<file path="src/rtl/instr_ptr_rstack.sv">
// Instruction pointer with a LIFO return-address stack and sticky overflow/underflow flags.
// Latency: one cycle from sampled controls to ptr_out/depth_out. No backpressure: enable=0 stalls the pointer.
module instr_ptr_rstack #(
    parameter int WIDTH     = 8,
    parameter int DEPTH     = 4,
    parameter int RESET_VAL = 0,
    localparam int DW       = $clog2(DEPTH + 1)
) (
    input  logic             clk,
    input  logic             reset,
    input  logic             enable,
    input  logic             load_enable,
    input  logic [WIDTH-1:0] load_val,
    input  logic             call,
    input  logic             ret,
    input  logic             clear_err,
    output logic [WIDTH-1:0] ptr_out,
    output logic [DW-1:0]    depth_out,
    output logic             overflow,
    output logic             underflow
);
    localparam int AW = (DEPTH > 1) ? $clog2(DEPTH) : 1;

    logic [WIDTH-1:0] stack [DEPTH];
    logic [WIDTH-1:0] ptr_nxt;
    logic [WIDTH-1:0] ptr_inc;
    logic [DW-1:0]    depth_nxt;
    logic [DW-1:0]    depth_m1;
    logic [AW-1:0]    push_idx;
    logic [AW-1:0]    pop_idx;
    logic             push;
    logic             ovf_set;
    logic             unf_set;
    logic             stack_empty;
    logic             stack_full;

    assign ptr_inc     = ptr_out + WIDTH'(1);
    assign depth_m1    = depth_out - DW'(1);
    assign push_idx    = depth_out[AW-1:0];
    assign pop_idx     = depth_m1[AW-1:0];
    assign stack_empty = (depth_out == '0);
    assign stack_full  = (depth_out == DW'(DEPTH));

    // Priority ret > call > load > increment; a call alongside ret is simply discarded.
    always_comb begin
        ptr_nxt   = ptr_out;
        depth_nxt = depth_out;
        push      = 1'b0;
        ovf_set   = 1'b0;
        unf_set   = 1'b0;
        if (enable) begin
            if (ret) begin
                if (!stack_empty) begin
                    ptr_nxt   = stack[pop_idx];
                    depth_nxt = depth_m1;
                end else begin
                    unf_set = 1'b1;
                    ptr_nxt = ptr_inc;
                end
            end else if (call) begin
                ptr_nxt = load_val;
                if (!stack_full) begin
                    push      = 1'b1;
                    depth_nxt = depth_out + DW'(1);
                end else begin
                    ovf_set = 1'b1;
                end
            end else if (load_enable) begin
                ptr_nxt = load_val;
            end else begin
                ptr_nxt = ptr_inc;
            end
        end
    end

    always_ff @(posedge clk or posedge reset) begin
        if (reset) begin
            ptr_out   <= WIDTH'(RESET_VAL);
            depth_out <= '0;
            overflow  <= 1'b0;
            underflow <= 1'b0;
        end else begin
            ptr_out   <= ptr_nxt;
            depth_out <= depth_nxt;
            // A new error event on the same edge as clear_err keeps the flag set.
            overflow  <= ovf_set | (overflow & ~clear_err);
            underflow <= unf_set | (underflow & ~clear_err);
        end
    end

    // Stack storage is not reset; entries above depth_out are never read.
    always_ff @(posedge clk) begin
        if (push) begin
            stack[push_idx] <= ptr_inc;
        end
    end
endmodule

</file>
<file path="config.mk">
export PLATFORM = sky130hd
export DESIGN_NAME = instr_ptr_rstack
export DESIGN_NICKNAME = d
export VERILOG_FILES = /design/src/rtl/instr_ptr_rstack.sv
export SDC_FILE = /design/constraint.sdc
export NUM_CORES = 1
export LEC_CHECK = 0
export ABC_CLOCK_PERIOD_IN_PS = 2800
export CAP_MARGIN = 15
export CELL_PAD_IN_SITES_DETAIL_PLACEMENT = 0
export CELL_PAD_IN_SITES_GLOBAL_PLACEMENT = 1
export CORE_ASPECT_RATIO = 0.8
export CORE_MARGIN = 1
export CORE_UTILIZATION = 35
export CTS_CLUSTER_DIAMETER = 100
export DETAILED_ROUTE_END_ITERATION = 10
export PLACE_DENSITY_LB_ADDON = 0.1
export SYNTH_ARGS = -nofsm -noshare
export SYNTH_HDL_FRONTEND = slang
export SYNTH_SLANG_ARGS = --single-unit
</file>
<file path="constraint.sdc">
create_clock -name clk -period 2.8 [get_ports clk]
set_clock_uncertainty 0.2 [all_clocks]
set_input_delay 0.7 -clock clk [delete_from_list [all_inputs] [get_ports clk]]
set_output_delay 0.7 -clock clk [all_outputs]
set_load 0.005 [all_outputs]
</file>
Yosys cells after proc, flatten, opt, wreduce, memory -nomap -nowiden
Memories as Yosys holds them, arrays and structs flattened. Index checks and enable logic that the tools add are counted.

Flip-flop bits (word level): 13. Latch bits: 0. Bits in writable memories: 32. Bits in read-only memories: 0. Input bits: 15. Output and inout bits: 13. Word-level logic and storage cells: 40. Memories: 1.

Memory list: stack (depth 4, bits a word 8, read ports 1, clocked after Yosys merged registers in 0, wr ports 1, RTL line 24) `logic [WIDTH-1:0] stack [DEPTH];`.

Add/sub/neg operators: 3. Multiply operators: 0. Divide/modulo/power cells: 0. Order comparisons: 0. Equality and inequality tests: 3. Shift operators: 0. Multiplexer cells: 21. Bitwise gates (word level): 5. Reduce and logical (&&, ||, !) cells: 3.

Operators with widths (count): two-way mux 8 bit (4); two-way mux 1 bit (13); two-way mux 3 bit (4); adder 8 x 1 -> 8 bit (second input constant) (1); != test 2 bit (second input constant) (2); AND reduction 4 bit (1); adder 3 x 1 -> 3 bit (second input constant) (1); == test 3 bit (second input constant) (1); logical NOT 3 bit (1); subtractor 3 x 1 -> 3 bit (second input constant) (1); bitwise AND 1 bit (2); bitwise OR 1 bit (2); nonzero test 2 bit (1); inverter 1 bit (1).

Depth between registers and ports, before layout
Gate-level depths: netlist of run 1.

Depth in word-level cells: 7. Depth in mapped cells: 8. Depth with buffers taken out: 6.

Least setup slack after synthesis of run 1
No wires, ideal clock.

Path kind: register to register. From: reg depth_out[0]. To: reg ptr_out[6]. Library setup time: 0.121 ns. Data arrival time: 2.027 ns. Required time: 2.479 ns. Setup slack: 0.452 ns. Stages on the path, launching flop included: 8. Buffers on the path: 2. Clock period less this slack: 2.348 ns. Path through: dfrtp_1 buf_6 inv_1 ha_1 clkbuf_1 mux4_2 a221o_1 a22o_1.

Word-level cells in the longest chain between the ends: 4. Elaborated cells on any way between the ends: 5. Those cells by class: 1 x add/sub; 2 x mux; 1 x reduce/logical; 1 x memory.

RTL lines: start, declared (RTL line 18) `output logic [DW-1:0] depth_out,`; start signal, assigned (RTL line 84) `depth_out <= depth_nxt;`; subtractor 3 x 1 -> 3 bit (RTL line 38) `assign depth_m1 = depth_out - DW'(1);`; memory (4 x 8 bit); two-way mux 8 bit (*) (RTL line 53) `if (!stack_empty) begin`; two-way mux 8 bit (*) (RTL line 52) `if (ret) begin`; end signal, assigned (RTL line 78) `ptr_out <= WIDTH'(RESET_VAL);`; end signal, assigned (RTL line 83) `ptr_out <= ptr_nxt;`; end, declared (RTL line 17) `output logic [WIDTH-1:0] ptr_out,`.

Every way passes the cells marked *; elsewhere a longest branch is shown, timed or not. A chain may end at the register's enable or synchronous reset.

Worst setup path in the final report of run 1
From: in call. To: mem stack[3][4], enable pin.

Word-level cells in the longest chain between the ends: 5.

RTL lines: start, declared (RTL line 14) `input logic call,`; two-way mux 1 bit (RTL line 60) `end else if (call) begin`; two-way mux 1 bit (RTL line 52); two-way mux 1 bit (RTL line 51) `if (enable) begin`; two-way mux 1 bit (RTL line 93) `if (push) begin`; two-way mux 1 bit (implied by the code) (RTL line 94) `stack[push_idx] <= ptr_inc;`; end, declared (RTL line 24).

Every way passes these cells.

==> run metrics, run 1 <==
DRT iter0 DRCs 61; H-tree Lvls 2; CP arrival 2100 ps; Via density 5.112; clk_lat worst skew 290 ps; cts hold-fix bufs 0; CP cell instances clkdlybuf4s50_1 > nand3b_1 > a21oi_1 > and2_1; status finished clean; final slew viol count 0; Avg WL per Cell 17.63 um; gr ovfl total 0; number of warnings issued by yosys 0; WP data required 2560 ps; Worst-Margin Slew 622.4 ps; FF+latch area 1286 um2; synth unique cells 36; die width 89.34 um; layout cells sized above 1 9.140%; final hold vios 0; # port buffers 27; delay of the slowest cell on the worst path 550 ps; crit path setup slack, layout 460.4 ps; ant diodes 0; clk root buf clkbuf_8; Mapped Avg Cell Area 13.87 um2; Power Internal 1.668 mW; fmax 0.4274 GHz; RR Startpoint depth_out[1]; Post CTS Setup Buffer Count 0; Synth-to-Final Area Change 22.09%; met3 Use GR 4.263%; Bufs and invs on worst path 1; TritonCTS buffer count 5; Final nets 206; clock network fraction of total power 19.6%; first-pass GRT wire length 7.182 mm; clk slew on worst S/H paths 80 ps; #FFs+latches synth 45; sequential power share 40.9%; Slew headroom 58.21%; Leak 0.9633 nW; min Tclk post-route 2340 ps; vias in the first global route 1313; Total Routing Usage GR 15.98%; largest net degree at the start of global routing 16; commonest non-fill, non-tap cells in the layout edfxtp_1, clkdlybuf4s50_1, dfrtp_1, nand2_1, a21oi_1; Die Ht 71.87 um; Site Rows 25; slowest stage cell, crit path clkdlybuf4s50_1; area occupied by multi-input gates 778.2 um2; met2 Use GR 22.82%; switch share 33.45%; initial antenna violation count 0; crit path capture type register; most common cell after layout, fill and taps aside edfxtp_1; Comb power frac 39.5%; Setup crit start call; # fillers 541; num ports 28; Seq/Total Area, Yosys 60.22%; final wirelength 4.706 mm; Worst Hold Class reg -> reg; family with the most delay on the worst path simple AND/OR/NAND/NOR gates; # DRC 0; RSZ-0062 raised after global routing no; Vias 1365; CP Max Fanout 8; maximum vdd drop 251.5 uV; Starting Density 36.13%; Most Used Layer, Global Route met1; Final Cycle Share 83.56%; cts repair resizes 0; Sinks on Clock Net 45; grt met1 use 23.96%; Worst Min Path Start underflow; Setup crit start kind input port; switching power 0.8385 mW; Antenna Nets Post-Route 0; largest buffer count on any clock path 2; Die ar. 6421 um2; Synth Net Count 175; PwrDens 961.3 nW/um2; Syn Inst Count 154; synthesized area 2136 um2; HPWL after detailed placement 3.514 mm; worst setup path category in -> reg; final setup fails 0; post-placement worst setup slack 119.9 ps; DRT Pass-1 Iters 4; number of max-cap violations 0; setup tns final 0 ps; routability congestion estimate 0.8135; CTS tree built; Placeable Area 5912 um2
==> metrics by stage <==
stage	instance area [um2]	total power [mW]	hold WS [ps]	std cells	utilization (%)
6_report	2608	2.507	330.4	267	44.11
5_1_grt	2608	2.660	367.0	267	44.11
4_1_cts	2608	2.539	339.8	267	44.11
3_5_place_dp	2496	2.037	326.8	259	42.22
3_3_place_gp	2496	2.041	319.4	259	42.22
2_1_floorplan	2136	1.647	325.5	154	-
==> layer usage <==
| metal | share of wire [%] | wire length (um) |
|---|---|---|
| met1 | 50 | 2376 |
| met2 | 42 | 1971 |
| met3 | 6.7 | 316 |
| met4 | 0.89 | 42 |
| met5 | 0 | 0 |
==> area by class of cell <==
class / count / share of cell area, %
Timing Repair Buffer: 31 / 11.52
Multi-Input combinational cell: 94 / 29.85
Sequential cell: 45 / 49.33
Clock buffer: 6 / 2.783
Tap cell: 81 / 3.887
Clock inverter: 2 / 1.488
Inverter: 8 / 1.152
==> registers in the layout (all words and copies together), names as in the netlist <==
register,cells
stack,32
ptr_out,8
depth_out,3
overflow,1
underflow,1
==> cells by family (layout without fill, tap and decap cells) <==
family | count (synthesis) | in the layout | synth area share (%)
AO/OA/AOI/OAI | 28 | 28 | 8.904
XOR/XNOR | 9 | 9 | 3.691
adder cells (fa/ha/maj) | 6 | 6 | 3.515
buffers and inverters | 15 | 47 | 3.339
flip-flops | 45 | 45 | 60.22
multiplexers | 12 | 12 | 10.90
AND/OR/NAND/NOR | 39 | 39 | 9.432
==> synth_stat cells <==
master    number  share of area (%)
mux2_2         2                1.1
xor2_1         2               0.82
nand4_1        1               0.29
a22o_1         1               0.41
a21oi_1        9                2.1
o21ba_2        1               0.47
nand2_1       11                1.9
a21o_1         1               0.35
nor2_1         8                1.4
mux2i_1        3                1.4
edfxtp_1      32                 45
inv_1          8                1.4
and3_1         1               0.29
ha_1           6                3.5
xnor2_1        7                2.9
dfrtp_1       13                 15
a221o_1        1               0.47
and4_1         1               0.41
and2_1         5                1.5
buf_6          2                1.1
a221oi_1       3                1.2
nand2b_1       1               0.29
mux4_1         6                7.4
a222oi_1       1               0.47
a31oi_1        2               0.59
o22ai_1        4                1.2
o21ai_0        3               0.70
mux4_2         1                1.1
nor3_1         1               0.23
nand2b_4       1               0.64
nor2b_1        1               0.29
clkbuf_1       5               0.88
or2_2          1               0.29
nand3_1        5                1.2
nand3b_1       2               0.70
o311a_1        2               0.94
==> power groups by stage <==
stage	clock network, mW	logic [mW]	registers (mW)
floorplan	0	0.633	1.01
global placement	0	1.01	1.04
detailed placement	0	0.996	1.04
CTS	0.510	1.00	1.03
global route	0.532	1.09	1.04
finish	0.491	0.991	1.02
==> worst min-delay path, stage by stage (launching register included) <==
cell,delay [ps]
dfrtp_1,380
inv_1,50
o22ai_1,60
==> final timing paths <==
path,end,slack (ps),cells after the start
setup / recovery,stack[3][4],460,4
hold / removal,underflow,330,2
setup reg to reg,ptr_out[6],570,5
hold reg to reg,underflow,330,2
max in group asynchronous,depth_out[1],1470,2
min in group asynchronous,ptr_out[3],560,2
No activity file was read; power rests on OpenSTA's default activity.
==> run 2, diff against run 1 <==
--- a/config.mk
+++ b/config.mk
@@ -5,7 +5,7 @@
 export SDC_FILE = /design/constraint.sdc
 export NUM_CORES = 1
 export LEC_CHECK = 0
-export ABC_CLOCK_PERIOD_IN_PS = 2800
+export ABC_CLOCK_PERIOD_IN_PS = 2300
 export CAP_MARGIN = 15
 export CELL_PAD_IN_SITES_DETAIL_PLACEMENT = 0
 export CELL_PAD_IN_SITES_GLOBAL_PLACEMENT = 1
==> constraint.sdc (replaced) <==
create_clock -name clk -period 2.3 [get_ports clk]
set_clock_uncertainty 0.2 [all_clocks]
set_input_delay 0.575 -clock clk [delete_from_list [all_inputs] [get_ports clk]]
set_output_delay 0.575 -clock clk [all_outputs]
set_load 0.005 [all_outputs]
==> run 2 against run 1 <==
  * Cell area rose by 4.3%
  * Sequential power rose by 23%
  * Power rose by 23%
  * Setup slack got worse by 350 ps
  * Clock power rose by 3%
  * Sequential share of layout area fell by 2.0 points
  * Flip-flop and latch count did not move
  * Non-clock buffer count rose by 13
  * Combinational power rose by 33%
  * First-iteration DRC count rose by 31%
  * Via count rose by 3.7%
  * Cell count rose by 4.9%
==> run metrics, run 2 (synthesis gave the netlist of run 1 again) <==
final wirelength 4.989 mm (+6.0%); Final nets 219 (+6.3%); hold depth 2 (unchanged); sequential power share 40.6% (-0.3 points); biggest regs stack: 32 flops, ptr_out: 8 flops, depth_out: 3 flops; crit path setup slack, layout 113.9 ps (-346.6 ps); final hold vios 0 (unchanged); Crit path depth 2 (-2); cts repair resizes 0 (unchanged); largest net degree at the start of global routing 16 (unchanged); worst setup path category reg -> out; H-tree Lvls 2 (unchanged); r2r endpoint ptr_out[0]; Avg WL per Cell 17.82 um (+1.1%); maximum vdd drop 345.2 uV (+37%); Worst Hold Class reg -> reg; fmax 0.4574 GHz; slowest stage cell, crit path clkdlybuf4s50_1; crit path capture type output port; Antenna Nets Post-Route 0 (unchanged); first-pass GRT wire length 7.783 mm (+8.4%); routability congestion estimate 0.7884 (-3.1%); largest buffer count on any clock path 2 (unchanged); Worst Min Path Start underflow; CP cell instances buf_4 > clkdlybuf4s50_1; commonest non-fill, non-tap cells in the layout edfxtp_1, clkdlybuf4s50_1, buf_4, dfrtp_1, nand2_1; Post CTS Setup Buffer Count 0 (unchanged); final setup fails 0 (unchanged); status finished clean; # port buffers 27 (unchanged); DRT iter0 DRCs 80 (+31%); Final Cycle Share 95.05%; Comb power frac 42.9% (+3.4 points); R2R cell count 6 (+1); # fillers 522 (-3.5%); Worst-Margin Slew 563.5 ps (-58.95 ps); Die Ht 71.87 um (unchanged); R2R Setup Slk 220 ps (-350 ps); Vias 1415 (+3.7%); final slew viol count 0 (unchanged); clock network fraction of total power 16.4% (-3.2 points); Finished Layout Cells 280 (+4.9%); family with the most delay on the worst path buffers and inverters; layout cells sized above 1 15.08% (+5.9 points); die width 89.34 um (unchanged); clk_lat worst skew 300 ps (about the same); RR Startpoint depth_out[1]; # DRC 0 (unchanged); gr ovfl total 0 (unchanged); min Tclk post-route 2186 ps; Starting Density 36.13% (unchanged); Inst Count DP 272 (+5.0%); num ports 28 (unchanged); Bufs and invs on worst path 2 (+1); max reg flops 32 (unchanged); Power Internal 2.010 mW (+21%); switch share 34.70% (+1.2 points); WP data required 1520 ps (-1040 ps); delay of the slowest cell on the worst path 530 ps (-20 ps); number of max-cap violations 0 (unchanged); Largest Register stack; ant diodes 0 (unchanged); Setup crit start kind register; worst hold endpoint underflow; CP arrival 1410 ps (-690 ps); vias in the first global route 1383 (+5.3%); Total Routing Usage GR 17.25% (+1.3 points); clk root buf clkbuf_8; Synth-to-Final Area Change 27.36%; Via density 5.054 (-1.1%); cts hold-fix bufs 0 (unchanged); initial antenna violation count 0 (unchanged); PnR Total Power 3.078 mW (+23%); Placeable Area 5912 um2 (unchanged); PwrDens 1132 nW/um2 (+18%); Site Rows 25 (unchanged); Die ar. 6421 um2 (unchanged); DRT Pass-1 Iters 4 (unchanged); Leak 1.022 nW (+6.1%); Sinks on Clock Net 45 (unchanged); HPWL after detailed placement 3.659 mm (+4.1%); Slew headroom 62.39% (+4.2 points); most common cell after layout, fill and taps aside edfxtp_1; worst hold slack 336.8 ps (+6.408 ps); clk slew on worst S/H paths 90 ps (about the same); post-placement worst setup slack -89.54 ps (-209.4 ps); switching power 1.068 mW (+27%); CTS tree built; RSZ-0062 raised after global routing no; CP Max Fanout 12 (+4); TritonCTS buffer count 5 (unchanged)
==> run 2: layout make-up <==
class	count	area, um2	area share (%)
sequential	45	1286	47.29
multi-input combinational	94	778.2	28.61
timing repair buffer	44	435.4	16.01
tap	81	101.3	3.726
clock buffer	5	68.82	2.530
inverter	8	30.03	1.104
clock inverter	3	20.02	0.7360
==> run 2: power by group through the flow <==
stage	sequential, mW	combinational [mW]	clock [mW]
final	1.25	1.32	0.505
after global routing	1.27	1.45	0.551
after CTS	1.25	1.34	0.519
after detailed placement	1.27	1.33	0
after global placement	1.27	1.32	0
after floorplan	1.24	0.774	0
==> run 2: per-stage QoR <==
step	util [%]	cell area, um2	setup TNS (ps)
2_1_floorplan	-	2137	0
3_3_place_gp	44.51	2631	-1732
3_5_place_dp	44.51	2631	-1671
4_1_cts	46.01	2720	0
5_1_grt	46.01	2720	0
6_report	46.01	2720	0
==> run 2: worst max-delay path by stage <==
| stage | slack [ps] | end | from |
|---|---|---|---|
| 2_1_floorplan | 80 | ptr_out[6] | depth_out[0] |
| 6_report | 110 | depth_out[0] | depth_out[0] |
| 4_1_cts | 90 | depth_out[0] | depth_out[0] |
| 3_3_place_gp | -70 | stack[3][2] | ret |
| 5_1_grt | 50 | depth_out[0] | depth_out[0] |
| 3_5_place_dp | -90 | stack[3][5] | ret |
==> run 2: worst reg2reg max path: stages, from the launching register on <==
cell	delay (ps)
dfrtp_1	400
inv_1	100
ha_1	280
nor2b_1	200
a21o_1	300
a222oi_1	380
a21oi_1	110
==> run 2: layer usage <==
metal | track usage (%) | part of all wire [%] | wire (um)
met4 | 5.115 | 1.4 | 72
met3 | 5.184 | 6.2 | 310
met2 | 23.07 | 39 | 1967
met1 | 26.71 | 53 | 2638
met5 | 0 | 0 | 0
==> run 3, diff against run 2 <==
--- a/config.mk
+++ b/config.mk
@@ -18,3 +18,4 @@
 export SYNTH_ARGS = -nofsm -noshare
 export SYNTH_HDL_FRONTEND = slang
 export SYNTH_SLANG_ARGS = --single-unit
+export TNS_END_PERCENT = 30
==> results of run 3 <==
Same layout as run 2: the final DEF is identical, and so are final timing and power.
